[config.mk]
export PLATFORM = sky130hd
export DESIGN_NAME = softmax_row_sequencer
export DESIGN_NICKNAME = d
export VERILOG_FILES = /design/src/rtl/softmax_row_sequencer_pkg.sv /design/src/rtl/softmax_row_buffer.sv /design/src/rtl/softmax_row_sequencer.sv
export SDC_FILE = /design/constraint.sdc
export NUM_CORES = 1
export LEC_CHECK = 0
export ABC_AREA = 1
export CAP_MARGIN = 20
export CORE_ASPECT_RATIO = 0.8
export CORE_MARGIN = 5
export CORE_UTILIZATION = 44
export CTS_CLUSTER_DIAMETER = 40
export DETAILED_ROUTE_END_ITERATION = 12
export PLACE_DENSITY = 0.87
export SYNTH_ARGS = -nofsm -noshare
export SYNTH_HDL_FRONTEND = slang
export SYNTH_SLANG_ARGS = --single-unit
[constraint.sdc]
create_clock -name clk -period 2.6 [get_ports clk]
set_input_delay 0.26 -clock clk [delete_from_list [all_inputs] [get_ports clk]]
set_output_delay 0.26 -clock clk [all_outputs]
set_load 0.01 [all_outputs]
[src/rtl/softmax_row_sequencer_pkg.sv]
// Shared softmax definitions: controller state encodings and default row geometry,
// reused by the row sequencer and the exp/normalise controller.
package softmax_row_sequencer_pkg;

    localparam int DEFAULT_ARRAYWIDTH = 4;
    localparam int DEFAULT_DW         = 16;

    typedef enum logic [1:0] {
        COLLECT = 2'd0,
        FIRE    = 2'd1,
        WAIT    = 2'd2,
        EMIT    = 2'd3
    } softmax_state_e;

    // The sorter needs one cycle per lane plus two for load and drain.
    function automatic int default_sort_latency(input int arraywidth);
        return arraywidth + 2;
    endfunction

endpackage

[src/rtl/softmax_row_buffer.sv]
// Lane register file for one softmax row: indexed write, indexed read and a
// packed parallel view of all lanes for the sorter.
module softmax_row_buffer
    import softmax_row_sequencer_pkg::*;
#(
    parameter int ARRAYWIDTH = DEFAULT_ARRAYWIDTH,
    parameter int DW         = DEFAULT_DW,
    localparam int IW        = $clog2(ARRAYWIDTH)
) (
    input  logic                     clk,
    input  logic                     rst,
    input  logic                     i_wr_en,
    input  logic [IW-1:0]            i_wr_idx,
    input  logic [DW-1:0]            i_wr_data,
    input  logic [IW-1:0]            i_rd_idx,
    output logic [DW-1:0]            o_rd_data,
    output logic [ARRAYWIDTH*DW-1:0] o_packed
);

    logic [DW-1:0] r_lanes [ARRAYWIDTH];

    // NOTE: the lanes are small flops, not RAM, so they take the reset; that keeps
    // the packed view deterministic after a discarded partial row.
    always_ff @(posedge clk or posedge rst) begin
        if (rst) begin
            for (int i = 0; i < ARRAYWIDTH; i++) begin
                r_lanes[i] <= '0;
            end
        end else if (i_wr_en) begin
            r_lanes[i_wr_idx] <= i_wr_data;
        end
    end

    assign o_rd_data = r_lanes[i_rd_idx];

    for (genvar g = 0; g < ARRAYWIDTH; g++) begin : g_pack
        assign o_packed[g*DW +: DW] = r_lanes[g];
    end

endmodule

[src/rtl/softmax_row_sequencer.sv]
// Softmax max-finding controller: gathers a row, launches the external sorter,
// captures the row maximum and streams each element minus that maximum.
module softmax_row_sequencer
    import softmax_row_sequencer_pkg::*;
#(
    parameter int ARRAYWIDTH   = DEFAULT_ARRAYWIDTH,
    parameter int DW           = DEFAULT_DW,
    parameter int SORT_LATENCY = default_sort_latency(ARRAYWIDTH)
) (
    input  logic                     clk,
    input  logic                     rst,
    input  logic                     in_valid,
    output logic                     in_ready,
    input  logic [DW-1:0]            in_data,
    output logic                     sort_en,
    output logic [ARRAYWIDTH*DW-1:0] sort_data,
    input  logic [DW-1:0]            sort_max,
    output logic                     out_valid,
    input  logic                     out_ready,
    output logic [DW:0]              out_data,
    output logic                     out_last,
    output logic [DW-1:0]            row_max,
    output logic                     busy
);

    localparam int IW = $clog2(ARRAYWIDTH);
    localparam int WW = $clog2(SORT_LATENCY + 1);

    softmax_state_e r_state, w_state_next;
    logic [IW-1:0]  r_cidx, r_eidx;
    logic [WW-1:0]  r_wcnt;
    logic [DW-1:0]  r_row_max;
    logic [DW-1:0]  w_rd_data;
    logic [DW:0]    w_diff;
    logic           w_in_fire, w_out_fire;
    logic           w_cidx_last, w_eidx_last, w_wait_done;

    assign w_cidx_last = (r_cidx == IW'(ARRAYWIDTH - 1));
    assign w_eidx_last = (r_eidx == IW'(ARRAYWIDTH - 1));
    assign w_wait_done = (r_wcnt == WW'(SORT_LATENCY - 1));

    // Held low through reset so nothing is consumed before the FSM is live.
    assign in_ready   = (r_state == COLLECT) && !rst;
    assign w_in_fire  = in_valid && in_ready;
    assign w_out_fire = out_valid && out_ready;
    assign busy       = (r_state != COLLECT);
    assign row_max    = r_row_max;

    softmax_row_buffer #(
        .ARRAYWIDTH (ARRAYWIDTH),
        .DW         (DW)
    ) u_row_buffer (
        .clk       (clk),
        .rst       (rst),
        .i_wr_en   (w_in_fire),
        .i_wr_idx  (r_cidx),
        .i_wr_data (in_data),
        .i_rd_idx  (r_eidx),
        .o_rd_data (w_rd_data),
        .o_packed  (sort_data)
    );

    // One extra bit makes the subtraction exact across the full signed range.
    assign w_diff   = $signed({w_rd_data[DW-1], w_rd_data}) - $signed({r_row_max[DW-1], r_row_max});
    assign out_data = out_valid ? w_diff : '0;

    // NOTE: state and counters use non-blocking assignments so every register
    // samples the values from before the edge, independent of statement order.
    always_ff @(posedge clk or posedge rst) begin
        if (rst) begin
            r_state   <= COLLECT;
            r_cidx    <= '0;
            r_eidx    <= '0;
            r_wcnt    <= '0;
            r_row_max <= '0;
        end else begin
            r_state <= w_state_next;
            unique case (r_state)
                COLLECT: if (w_in_fire) r_cidx <= w_cidx_last ? '0 : r_cidx + 1'b1;
                FIRE:    r_wcnt <= '0;
                WAIT: begin
                    r_wcnt <= r_wcnt + 1'b1;
                    if (w_wait_done) begin
                        r_row_max <= sort_max;
                        r_eidx    <= '0;
                    end
                end
                EMIT: begin
                    if (w_out_fire) begin
                        r_eidx <= w_eidx_last ? '0 : r_eidx + 1'b1;
                        if (w_eidx_last) r_cidx <= '0;
                    end
                end
                default: r_cidx <= '0;
            endcase
        end
    end

    // NOTE: every output of this block gets a default first so no path can
    // leave one unassigned and infer a latch.
    always_comb begin
        w_state_next = r_state;
        sort_en      = 1'b0;
        out_valid    = 1'b0;
        out_last     = 1'b0;
        unique case (r_state)
            COLLECT: if (w_in_fire && w_cidx_last) w_state_next = FIRE;
            FIRE: begin
                sort_en      = 1'b1;
                w_state_next = WAIT;
            end
            WAIT: if (w_wait_done) w_state_next = EMIT;
            EMIT: begin
                out_valid = 1'b1;
                out_last  = w_eidx_last;
                if (out_ready && w_eidx_last) w_state_next = COLLECT;
            end
            default: w_state_next = COLLECT;
        endcase
    end

endmodule

Word-level counts from Yosys, hierarchy flattened:

Cells that the tools add are included.

* bits in registers: 89
* input bits: 36
* output and inout bits: 102
* word-level logic and storage cells: 70

* add/sub/neg operators: 4
* $lt $le $gt $ge: 3
* eq/ne operators: 12
* muxes and demuxes: 24
* bitwise logic cells: 2
* reductions and logical operators: 16

Operator list (number)
* $bwmux W64: 1
* $mux W16: 3
* $bmux W16 S2: 1
* $demux W16 S2: 1
* $mux W2: 10
* $mux W17: 1
* $sub A16 B16 Y17: 1
* $ne A2 B2 Y1 const B: 5
* $eq A2 B2 Y1 const B: 4
* $pmux W2 S2: 2
* $pmux W2 S4: 1
* $reduce_bool A2 Y1: 4
* $ge A3 B3 Y1 const B: 2
* $logic_and A1 B1 Y1: 6
* $not A2 Y3: 2
* $pmux W3 S2: 1
* $reduce_and A3 Y1: 2
* $add A2 B1 Y2 const B: 2
* $reduce_and A4 Y1: 1
* $add A3 B1 Y3 const B: 1
* $eq A3 B3 Y1 const B: 1
* $lt A3 B1 Y1 const B: 1
* $mux W1: 3
* $eq A2 B1 Y1 const B: 1
* 4 further kinds: 4

Depth between registers and ports, before layout:

Gate-level depths: netlist (run 1).

* word-level depth: 6
* depth in mapped cells: 15
* gate-level depth less buffers: 15

By module:

Synthesis (run 1) repeated with hierarchy kept, for this count alone.

* cells, all modules: 826
* area, all modules: 5720.5 um^2

Modules (own cells, without submodules)
* softmax_row_buffer: instances 1, cells an instance 471, area an instance 3463.3 um^2, sequential area each 1601.5 um^2
* softmax_row_sequencer: instances 1, cells an instance 355, area an instance 2257.2 um^2, sequential area each 625.6 um^2

Least setup slack after synthesis (run 1):

No wires, ideal clock.

* kind: flip-flop to output port
* start: register r_eidx[0]
* end: output port out_data[12]
* arrival: 2.063 ns
* required time: 2.340 ns
* slack: 0.277 ns
* stages on the path, launching flop included: 14
* buffers on the path: 1
* cells stage by stage: dfrtp_1 inv_1 clkbuf_1 nor2_1 o22ai_1 ha_1 or2_1 nand3_1 nand2_1 nand2_1 nand2_1 nand2_1 inv_1 nor2_1

* longest elaborated chain between the ends: 6

Ends and longest elaborated chain
* start: declaration: RTL line softmax_row_sequencer.sv:30 `logic [IW-1:0] r_cidx, r_eidx;`
* start signal: assignment: RTL line softmax_row_sequencer.sv:90 `r_eidx <= w_eidx_last ? '0 : r_eidx + 1'b1;`
* $not A2 Y3 (implied by the code): RTL line softmax_row_buffer.sv:34 `assign o_rd_data = r_lanes[i_rd_idx];`
* $bmux W16 S2: RTL line softmax_row_buffer.sv:34
* $mux W16 (implied by the code) (2 in series): RTL line softmax_row_buffer.sv:34
* $sub A16 B16 Y17: RTL line softmax_row_sequencer.sv:64 `assign w_diff = $signed({w_rd_data[DW-1], w_rd_data}) - $signed({r_row_max[DW-1], r_row_max});`
* $mux W17: RTL line softmax_row_sequencer.sv:65 `assign out_data = out_valid ? w_diff : '0;`
* end: declaration: RTL line softmax_row_sequencer.sv:20 `output logic [DW:0] out_data,`

Every way passes these cells. The select of a mux whose other input is x is not followed.

Worst setup path in the final report (run 1):

* start: register r_eidx[0]
* end: output port out_data[10]

The elaborated chain is that of the path after synthesis.

==> results.md, run 1 <==
* Status: finished with violations
* Violated checks: setup timing
* Max Cap Viol at 0
* Sequential area share after synthesis at 44.7%
* I/O pin count at 138
* Mapped Area at 4980 um2
* CP Class: reg2out
* Share of post-route cells with drive strength above 1 at 22.8%
* Layout net count at 941
* Die Area at 13,600 um2
* Primary FF master, synth: dfrtp_1
* Total number of cells along the worst setup path at 16
* Critical path destination: out_data[10]
* Worst-path maximum fanout at 11
* Clock-pin slew on the worst setup and hold paths at 0.07 ns
* TritonCTS clock tree: yes
* Required time worst endpoint at 2.34 ns
* CP endpoint kind: output pin
* Ys Warns at 0
* Placer Congestion at 0.908
* Slew HR at 55.1%
* First-pass GRT wire length at 25,700 um
* Area Growth Syn to Fin at 54.7%
* Post-Syn Nets at 731
* Buffer and inverter count on the worst path at 3
* Antenna violations before repair at 0
* Leakage at 3.83 nW
* Clk_skew at 0.00927 ns
* CP cell instances: buf_6, nand2_2, a32o_1, ha_2, inv_2, fa_2, nand2_2, nand2_2, nand3b_1, nand2_2, nand2_1, nand2_1, nand2_1, nand2_1, nor2_1, buf_2
* Fill cells at 840
* Period utilization at 111%
* Post-synthesis cell count at 666
* Actual slew at the worst max-slew pin at 0.671 ns
* Initial Util at 45.4%
* DR vias/cell at 5.10
* Worst VDD drop at 0.787 mV
* Core area at 11,000 um2
* Rows at 34
* Port bufs at 137
* Distinct cells, synth at 30
* Grt met2 use at 40.4%
* Critical path's slowest cell: dfrtp_2
* GRT busiest layer: met2
* Htree depth at 3
* Clock Sinks at 89
* Clock buffer depth at 2
* Startpoint types: register
* R2R depth at 9
* Most frequent cells in the layout: 148 x nand2_1, 120 x clkdlybuf4s50_1, 88 x dfrtp_1, 83 x inv_1, 83 x o21ai_1
* # setup viols final at 13
* Root Driver: clkbuf_16
* Power Total at 12.7 mW
* Ant diodes at 0
* Final setup TNS at -2.48 ns
* DR pass1 iterations at 4
* # DRC at 0
* Hold Vio Cnt, Final at 0
* Largest net degree at the start of global routing at 66
* Yosys reg bits at 89
* Die X at 129 um
* Initial DRC Count at 306
* RSZ-0062 raised after global routing: true
* Number of global-route vias before repair at 5,362
* Worst-Skew Late Latency at 0.34 ns
* Mean Syn Cell Area at 7.48 um2
* Final ANT Viol Nets at 0
* Fmax at 0.347 GHz
* Routed wire length at 15,800 um
* Via Count at 5,230
* Asr flop ratio synth at 100%
* Final Max Tran Viols at 0
* Total CTS buffers at 9
* Final instance area at 7710 um2
* CP startpoint: r_eidx[0]$_DFFE_PP0P_
* Pwr dens at 1650 nW/um2
* Crit path largest cell delay at 0.46 ns
* Worst R2R Start: r_state[0]$_DFFE_PP0P_
* RR Endpoint: u_row_buffer.o_packed[11]$_DFFE_PP0P_
* Worst setup margin at -0.283 ns
* Grt total ovfl at 0
* Met1 Use GR at 29.5%
* Number of synthesized flops with an enable pin at 0
* Flop2flop setup slack at 0.65 ns
* Worst path top cell family by delay: simple AND/OR/NAND/NOR gates
* Placed cell area at 7020 um2
* DP Wirelength at 11,400 um
* GRT Total Usage at 23.5%
* Met3 usage at 6.32%
* WL/cell at 15.4 um
* Commonest non-fill, non-tap cell in the layout: nand2_1
* Die height at 105 um
* Crit path time final at 2.88 ns
* Class of the worst hold path: in2async
* Crit path arrival time at 2.62 ns
worst min path at each step:
| stage | to | cells after the start |
|---|---|---|
| after floorplan | row_max[0]$_DFFE_PP0P_ | 1 |
| after global placement | r_wcnt[0]$_DFFE_PP0P_ | 1 |
| after detailed placement | r_wcnt[0]$_DFFE_PP0P_ | 1 |
| after CTS | row_max[0]$_DFFE_PP0P_ | 2 |
| after global routing | r_state[0]$_DFFE_PP0P_ | 2 |
| final | r_state[0]$_DFFE_PP0P_ | 2 |
where the power goes:
part	switching, mW	leakage, nW	internal, mW
sequential	0.480	1.14	2.01
combinational	4.56	2.52	4.24
clock	0.560	0.159	0.872
stage by stage:
stage | std cells | worst slack (ns) | utilization [%] | hold slack, ns
6_report | 1025 | -0.283 | 70.3 | 0.336
5_1_grt | 1025 | -0.420 | 70.3 | 0.370
4_1_cts | 1024 | -0.250 | 69.2 | 0.346
3_5_place_dp | 999 | -0.396 | 63.9 | 0.512
3_3_place_gp | 999 | -0.295 | 63.9 | 0.497
2_1_floorplan | 666 | 0.0331 | - | 0.410
flip-flops by register name, summed over array words and instances, names as in the netlist:
| register | cells |
|---|---|
| u_row_buffer.o_packed | 64 |
| r_cidx | 2 |
| r_state | 2 |
| row_max | 16 |
| r_eidx | 2 |
| r_wcnt | 3 |
cell type report:
class / count / area, um2 / area share [%]
tap: 144 / 180 / 2.34
sequential: 89 / 2230 / 28.9
clock inverter: 6 / 90.1 / 1.17
clock buffer: 10 / 239 / 3.10
timing repair buffer: 224 / 2010 / 26.0
inverter: 92 / 349 / 4.53
multi-input combinational: 460 / 2620 / 33.9
cell families (layout without fill, tap and decap cells):
| kind of cell | count (synthesis) | after routing | share of synthesized area [%] |
|---|---|---|---|
| buffers and inverters | 117 | 332 | 9.19 |
| flip-flops | 89 | 89 | 44.7 |
| multiplexers | 1 | 1 | 0.226 |
| XOR/XNOR | 2 | 2 | 0.351 |
| AND/OR/NAND/NOR | 265 | 265 | 21.2 |
| AO/OA/AOI/OAI | 163 | 163 | 16.9 |
| adder cells (fa/ha/maj) | 29 | 29 | 7.43 |
worst reg2reg max path, delay by kind of cell (launching register included):
kind	cells	cell delay [ns]
compound gates	1	0.09
fa+ha+maj	1	0.23
buf+inv	3	0.30
flops	1	0.42
simple gates	4	0.77
per-layer routing:
| metal | wire, um | up-vias |
|---|---|---|
| li1 | - | 2557 |
| met1 | 6700 | 2476 |
| met2 | 7820 | 178 |
| met3 | 1060 | 19 |
| met4 | 199 | 0 |
| met5 | 0 | - |
cell usage after synthesis, types with 2 or more instances:
cell type  count  share of area (%)
inv_1         89                6.7
ha_1          28                7.0
nor2_1        70                5.3
nor3_1         4               0.40
o21ai_0       39                3.9
nand2_1      168                 13
o22ai_1       16                2.0
a21oi_1       40                4.0
dfrtp_1       89                 45
o21ai_1       65                6.5
nand3b_1       2               0.30
nand2_2        5               0.63
inv_2          3               0.23
buf_2         15                1.5
clkbuf_1       9               0.68
nand3_1       10                1.0
timing repair:
action                     in CTS  in global routing
gates resized for setup       144                 30
setup endpoints to repair      16                 17
pin swaps                      15                  8
setup buffers                   8                  1
hold buffers                    0                  0
cloned                          1                  0
(Power assumes the default switching activity.)
==> run 2: changes to the inputs <==
Settings changed: GPL_ROUTABILITY_DRIVEN set to 0.
==> run 2 against run 1 <==
Compared with the run above: the flow still finishes with violations (setup timing); cell area is 4.3% higher; largest cell class unchanged; sequential share of layout area down 1.2 points; first-iteration DRC count is 31% higher; critical path type unchanged; worst setup slack worse by 0.085 ns; clock power is 6% lower.
==> results.md, run 2 (same netlist as run 1, synthesis figures left out) <==
* DR vias/cell at 5.27 (+3.4%)
* Required time worst endpoint at 2.34 ns (about the same)
* DP Wirelength at 11,100 um (-2.5%)
* Crit path arrival time at 2.71 ns (+0.09 ns)
* Power Total at 13.9 mW (+9.0%)
* Largest net degree at the start of global routing at 42 (-36%)
* I/O pin count at 138 (unchanged)
* Die Area at 13,600 um2 (unchanged)
* Clock Sinks at 89 (unchanged)
* Commonest non-fill, non-tap cell in the layout: nand2_1
* Clk_skew at 0.00579 ns (-0.00348 ns)
* Clock-pin slew on the worst setup and hold paths at 0.07 ns (about the same)
* Core area at 11,000 um2 (unchanged)
* Placed cell area at 7010 um2 (-0.11%)
* Antenna violations before repair at 0 (unchanged)
* First-pass GRT wire length at 26,300 um (+2.4%)
* Area Growth Syn to Fin at 61.3%
* # setup viols final at 14 (+1)
* Max Cap Viol at 0 (unchanged)
* Hold Vio Cnt, Final at 0 (unchanged)
* GRT Total Usage at 24.2% (+0.69 points)
* Ant diodes at 0 (unchanged)
* Slew HR at 55.0% (-0.093 points)
* WL/cell at 16.3 um (+6.1%)
* Startpoint types: register
* Crit path time final at 2.97 ns (+0.0852 ns)
* Fmax at 0.337 GHz (-2.9%)
* Root Driver: clkbuf_16
* Period utilization at 114% (+3.3 points)
* Final instance area at 8040 um2 (+4.3%)
* Initial DRC Count at 401 (+31%)
* Rows at 34 (unchanged)
* Htree depth at 3 (unchanged)
* TritonCTS clock tree: yes
* Actual slew at the worst max-slew pin at 0.672 ns (+0.00138 ns)
* Total CTS buffers at 9 (unchanged)
* Worst VDD drop at 0.807 mV (+2.6%)
* Class of the worst hold path: in2async
* Port bufs at 137 (unchanged)
* Placed Cells at 998 (-0.10%)
* Fill cells at 772 (-8.1%)
* Worst-path maximum fanout at 6 (-5)
* Leakage at 3.91 nW (+2.1%)
* Grt total ovfl at 0 (unchanged)
* Routed wire length at 16,900 um (+7.1%)
* Final ANT Viol Nets at 0 (unchanged)
* Layout net count at 951 (+1.1%)
* Multi-input logic area at 2860 um2 (+9.3%)
* # DRC at 0 (unchanged)
* Die height at 105 um (unchanged)
* Worst-Skew Late Latency at 0.34 ns (about the same)
* RSZ-0062 raised after global routing: true
* Die X at 129 um (unchanged)
* CP Class: reg2out
* Core Util, Final at 73.3% (+3.0 points)
* Initial Util at 45.4% (unchanged)
* Cell Count, Final, Fillers Out at 1,035 (+0.98%)
* Clock buffer depth at 2 (unchanged)
* Setup WS pre-CTS at -0.371 ns (+0.0252 ns)
* Share of post-route cells with drive strength above 1 at 28.6% (+5.8 points)
* Register Area at 2230 um2 (unchanged)
* Most frequent cells in the layout: 131 x nand2_1, 121 x clkdlybuf4s50_1, 88 x dfrtp_1, 79 x buf_4, 78 x o21ai_1
* Number of global-route vias before repair at 5,394 (+0.60%)
* Final Max Tran Viols at 0 (unchanged)
* Pwr dens at 1730 nW/um2 (+4.6%)
* Fin Hold WS at 0.367 ns (+0.0308 ns)
* Violated checks: setup timing
* Via Count at 5,458 (+4.4%)
* DR pass1 iterations at 5 (+1)
* Status: finished with violations
* CP endpoint kind: output pin
* Largest register FFs at 64 (unchanged)
* Final setup TNS at -3.13 ns (-0.653 ns)
* Worst setup margin at -0.368 ns (-0.0852 ns)
[run 2: changes by cell type in the layout (fill, tap and decap cells not counted), sizes merged]
cell,change
buf,+11
clkdlybuf4s50,+1
inv,-1
dlygate4sd2,+1
bufinv,-1
dlymetal6s2s,-1
[run 2: worst max-delay path, cell delays in order, from the launching register on]
cell and delay [ns]:
dfrtp_2 0.45, inv_2 0.10, buf_6 0.14, buf_6 0.13, nor2_2 0.04, o22ai_2 0.25
ha_4 0.25, buf_6 0.12, nand2_1 0.07, nand2_1 0.10, nand2_1 0.11, nand2_1 0.10
a21oi_2 0.16, a21oi_1 0.08, nor2_1 0.12, buf_2 0.14
[run 2: timing repair]
action,in CTS,in global routing
setup endpoints to repair,16,16
hold buffers,0,0
setup buffers,9,11
gates resized for setup,178,64
gates cloned,2,0
pin swaps,49,37
[run 2: area by class of cell]
class                   count  share of cell area [%]
multi-input cells         460                    35.6
well taps                 144                    2.24
inverters                  92                    4.37
clock inverters             4                   0.638
clock buffers              12                    3.19
flip-flops and latches     89                    27.7
repair buffers            234                    26.3
[run 2: final timing paths]
kind | start | end | slack (ns) | depth (start not counted)
worst max-delay path | r_eidx[0]$_DFFE_PP0P_ | out_data[14] | -0.37 | 15
max in group asynchronous | rst | r_eidx[0]$_DFFE_PP0P_ | 1.54 | 3
min in group clk | sort_max[4] | row_max[4]$_DFFE_PP0P_ | 0.50 | 3
worst max register to register | r_state[0]$_DFFE_PP0P_ | u_row_buffer.o_packed[11]$_DFFE_PP0P_ | 0.63 | 9
worst min-delay path | rst | row_max[0]$_DFFE_PP0P_ | 0.37 | 2
worst min register to register | u_row_buffer.o_packed[8]$_DFFE_PP0P_ | u_row_buffer.o_packed[8]$_DFFE_PP0P_ | 0.52 | 2
[run 2: layer usage]
metal | routed length (um) | track usage, %
met1 | 6780 | 30.1
met3 | 1280 | 5.61
met4 | 627 | 7.65
met2 | 8220 | 41.4
met5 | 0 | 0
[run 2: where the power goes]
part	total (mW)	internal [mW]	switching, mW	leakage (nW)
Clock	1.34	0.798	0.542	0.149
Sequential	2.53	2.01	0.513	1.14
Combinational	10.0	4.82	5.19	2.62
Total	13.9	7.63	6.25	3.91
==> run 3: changes to the inputs <==
Settings changed: ABC_AREA 1 to not set, CTS_CLUSTER_DIAMETER 40 to not set, SKIP_LAST_GASP set to 1.
==> run 3 against run 2 <==
Compared with the run above: the flow still finishes with violations (setup timing); cell area shrank 1.2%; critical path type unchanged; synthesized cell count shrank 40%; wire length shrank 0.40%; clock skew grew 0.00098 ns; critical path depth shrank 4; first-iteration DRC count shrank 48%; largest power group unchanged.
==> results.md, run 3 <==
* Core Util, Final at 72.7% (-0.56 points)
* Final ANT Viol Nets at 0 (unchanged)
* Worst setup margin at -1.02 ns (-0.648 ns)
* Placed Cells at 777 (-22%)
* Hold Vio Cnt, Final at 0 (unchanged)
* DP Wirelength at 11,400 um (+2.5%)
* Fin Hold WS at 0.378 ns (+0.0116 ns)
* Crit path arrival time at 3.36 ns (+0.65 ns)
* Grt total ovfl at 0 (unchanged)
* RSZ-0062 raised after global routing: true
* Sequential area share after synthesis at 45.2% (+0.48 points)
* Root Driver: clkbuf_16
* # setup viols final at 15 (+1)
* Die X at 128 um (-0.49%)
* Largest register FFs at 64 (unchanged)
* I/O pin count at 138 (unchanged)
* Crit path largest cell delay at 0.49 ns (+0.04 ns)
* Clock-pin slew on the worst setup and hold paths at 0.06 ns (about the same)
* Required time worst endpoint at 2.34 ns (about the same)
* Flop2flop setup slack at 0.30 ns (-0.33 ns)
* Antenna violations before repair at 0 (unchanged)
* Crit path time final at 3.62 ns (+0.648 ns)
* WL/cell at 20.9 um (+28%)
* Mapped Area at 4930 um2 (-1.1%)
* Final Max Tran Viols at 0 (unchanged)
* Switching power at 4.62 mW (-26%)
* Mean Syn Cell Area at 12.4 um2 (+66%)
* GRT Total Usage at 23.6% (-0.60 points)
* Final setup TNS at -10.99 ns (-7.86 ns)
* Net Sw Frac at 39.0% (-6.1 points)
* Leakage at 3.72 nW (-4.8%)
* Ant diodes at 0 (unchanged)
* Clock buffer depth at 2 (unchanged)
* GRT busiest layer: met2
* Layout net count at 722 (-24%)
* Cts hold-fix bufs at 0 (unchanged)
* Commonest non-fill, non-tap cell in the layout: clkdlybuf4s50_1
* Cell Count, Final, Fillers Out at 806 (-22%)
* Worst-path maximum fanout at 7 (+1)
* Yosys reg bits at 89 (unchanged)
* Worst R2R Start: r_state[0]$_DFFE_PP0P_
* DR pass1 iterations at 5 (unchanged)
* Post-Syn Nets at 462 (-37%)
* R2R depth at 7 (-2)
* Initial DRC Count at 207 (-48%)
* Post-synth top cells: 89 x dfrtp_1, 81 x mux2_2, 28 x ha_1, 27 x inv_1, 25 x nand2_1
* Yosys top cell area share at 45.2% (+0.48 points)
* Htree depth at 3 (unchanged)
* Top-count cell post-synth: dfrtp_1
* Power Total at 11.9 mW (-15%)
* Asr flop ratio synth at 100% (unchanged)
* Synth area leader: dfrtp_1
* Primary FF master, synth: dfrtp_1
* Grt met2 use at 38.2% (-3.2 points)
* Post-synthesis cell count at 397 (-40%)
* Via Count at 4,463 (-18%)
* Class of the worst hold path: in2async
* CP Class: reg2out
* Largest net degree at the start of global routing at 39 (-7.1%)
* CP endpoint kind: output pin
* Area Growth Syn to Fin at 61.2% (about the same)
* Status: finished with violations
* Cell Int Power at 7.24 mW (-5.2%)
* Die Area at 13,400 um2 (-0.96%)
* Total CTS buffers at 9 (unchanged)
* Rows at 34 (unchanged)
* Number of global-route vias before repair at 4,718 (-13%)
* Clock Sinks at 89 (unchanged)
* CP cell instances: buf_4, buf_12, mux4_2, ha_1, a21oi_1, o21ai_0, a21oi_1, o41ai_2, buf_4, mux2i_2, clkdlybuf4s15_2
* Share of post-route cells with drive strength above 1 at 45.5% (+17 points)
* Combinational Power Share at 68.5% (-3.6 points)
* Placed cell area at 7320 um2 (+4.4%)
* Clk_skew at 0.00676 ns (+0.000975 ns)
* First-pass GRT wire length at 25,100 um (-4.6%)
* Met1 Use GR at 31.5% (+1.5 points)
* Number of synthesized flops with an enable pin at 0 (unchanged)
* DR vias/cell at 5.54 (+5.0%)
* Die height at 105 um (-0.48%)
* Actual slew at the worst max-slew pin at 0.687 ns (+0.0143 ns)
* Port bufs at 137 (unchanged)
* Violated checks: setup timing
* Final instance area at 7950 um2 (-1.2%)
* Part of the power in the clock network at 11.4% (+1.7 points)
* Worst-Skew Late Latency at 0.35 ns (about the same)
* RR Endpoint: r_state[1]$_DFFE_PP0P_
* TritonCTS clock tree: yes
* Top post-synthesis cells by area: dfrtp_1 45%, mux2_2 18%, mux4_2 7.3%
* Period utilization at 139% (+25 points)
* Worst VDD drop at 0.910 mV (+13%)
* Critical path's slowest cell: mux4_2
* Sequential power share at 20.2% (+2.0 points)
* Setup WS pre-CTS at -0.875 ns (-0.504 ns)
* Slew HR at 54.2% (-0.85 points)
* Met3 usage at 6.17% (+0.56 points)
* Pwr dens at 1490 nW/um2 (-14%)
* Routed wire length at 16,800 um (-0.40%)
* Fmax at 0.277 GHz (-18%)
* Initial Util at 45.1% (-0.30 points)
* Ys Warns at 0 (unchanged)
* Distinct cells, synth at 43 (+43%)
* Max Cap Viol at 0 (unchanged)
* # DRC at 0 (unchanged)
* Core area at 10,900 um2 (-0.39%)
* Startpoint types: register
* Most frequent cells in the layout: 121 x clkdlybuf4s50_1, 120 x buf_4, 89 x dfrtp_1, 81 x mux2_2, 24 x inv_1
## run 3: how the worst max path moves through the flow
stage                               start           end  slack [ns]  depth (start not counted)
floorplan           r_eidx[0]$_DFFE_PP0P_  out_data[14]       -0.38                         11
detailed placement  r_eidx[0]$_DFFE_PP0P_   out_data[8]       -0.88                         10
global route        r_eidx[0]$_DFFE_PP0P_  out_data[13]       -1.22                         11
global placement    r_eidx[0]$_DFFE_PP0P_  out_data[14]       -0.85                          9
CTS                 r_eidx[0]$_DFFE_PP0P_  out_data[14]       -0.89                         12
finish              r_eidx[0]$_DFFE_PP0P_  out_data[13]       -1.02                         11
## run 3: cell type report
type | instances | area, um2
Fill cell | 660 | 2980
Multi-Input combinational cell | 265 | 2780
Timing Repair Buffer | 265 | 2360
Sequential cell | 89 | 2230
Clock buffer | 11 | 243
Tap cell | 144 | 180
Inverter | 27 | 103
Clock inverter | 5 | 62.6
## run 3: cell families after synthesis
kind of cell	synth area share (%)
AND/OR/NAND/NOR	7.61
AO/OA/AOI/OAI	7.10
buffers and inverters	3.98
XOR/XNOR	1.42
multiplexers	27.2
flip-flops	45.2
adder cells (fa/ha/maj)	7.51
## run 3: critical path: cells and delay by family, from the launching register on
| kind | cells | cell delay [ns] |
|---|---|---|
| compound gates | 4 | 0.83 |
| mux | 2 | 0.65 |
| fa+ha+maj | 1 | 0.37 |
| buf+inv | 4 | 0.76 |
| flops | 1 | 0.39 |
## run 3: timing repair
action | CTS | global route
endpoints found under the setup margin | 16 | 16
pin swaps | 18 | 12
buffers inserted | 10 | 5
resized for setup | 89 | 23
## run 3: power groups by stage
stage	clock [mW]	combinational (mW)	sequential [mW]
after floorplan	0	2.91	2.63
after global placement	0	6.63	2.34
after detailed placement	0	6.86	2.39
after CTS	1.36	7.41	2.37
after global routing	1.42	8.56	2.45
final	1.35	8.12	2.39
## run 3: metal layers
layer / vias up / part of all wire [%]
li1: 1939 / -
met1: 2275 / 42
met2: 199 / 48
met3: 50 / 6.7
met4: 0 / 3.1
met5: - / 0
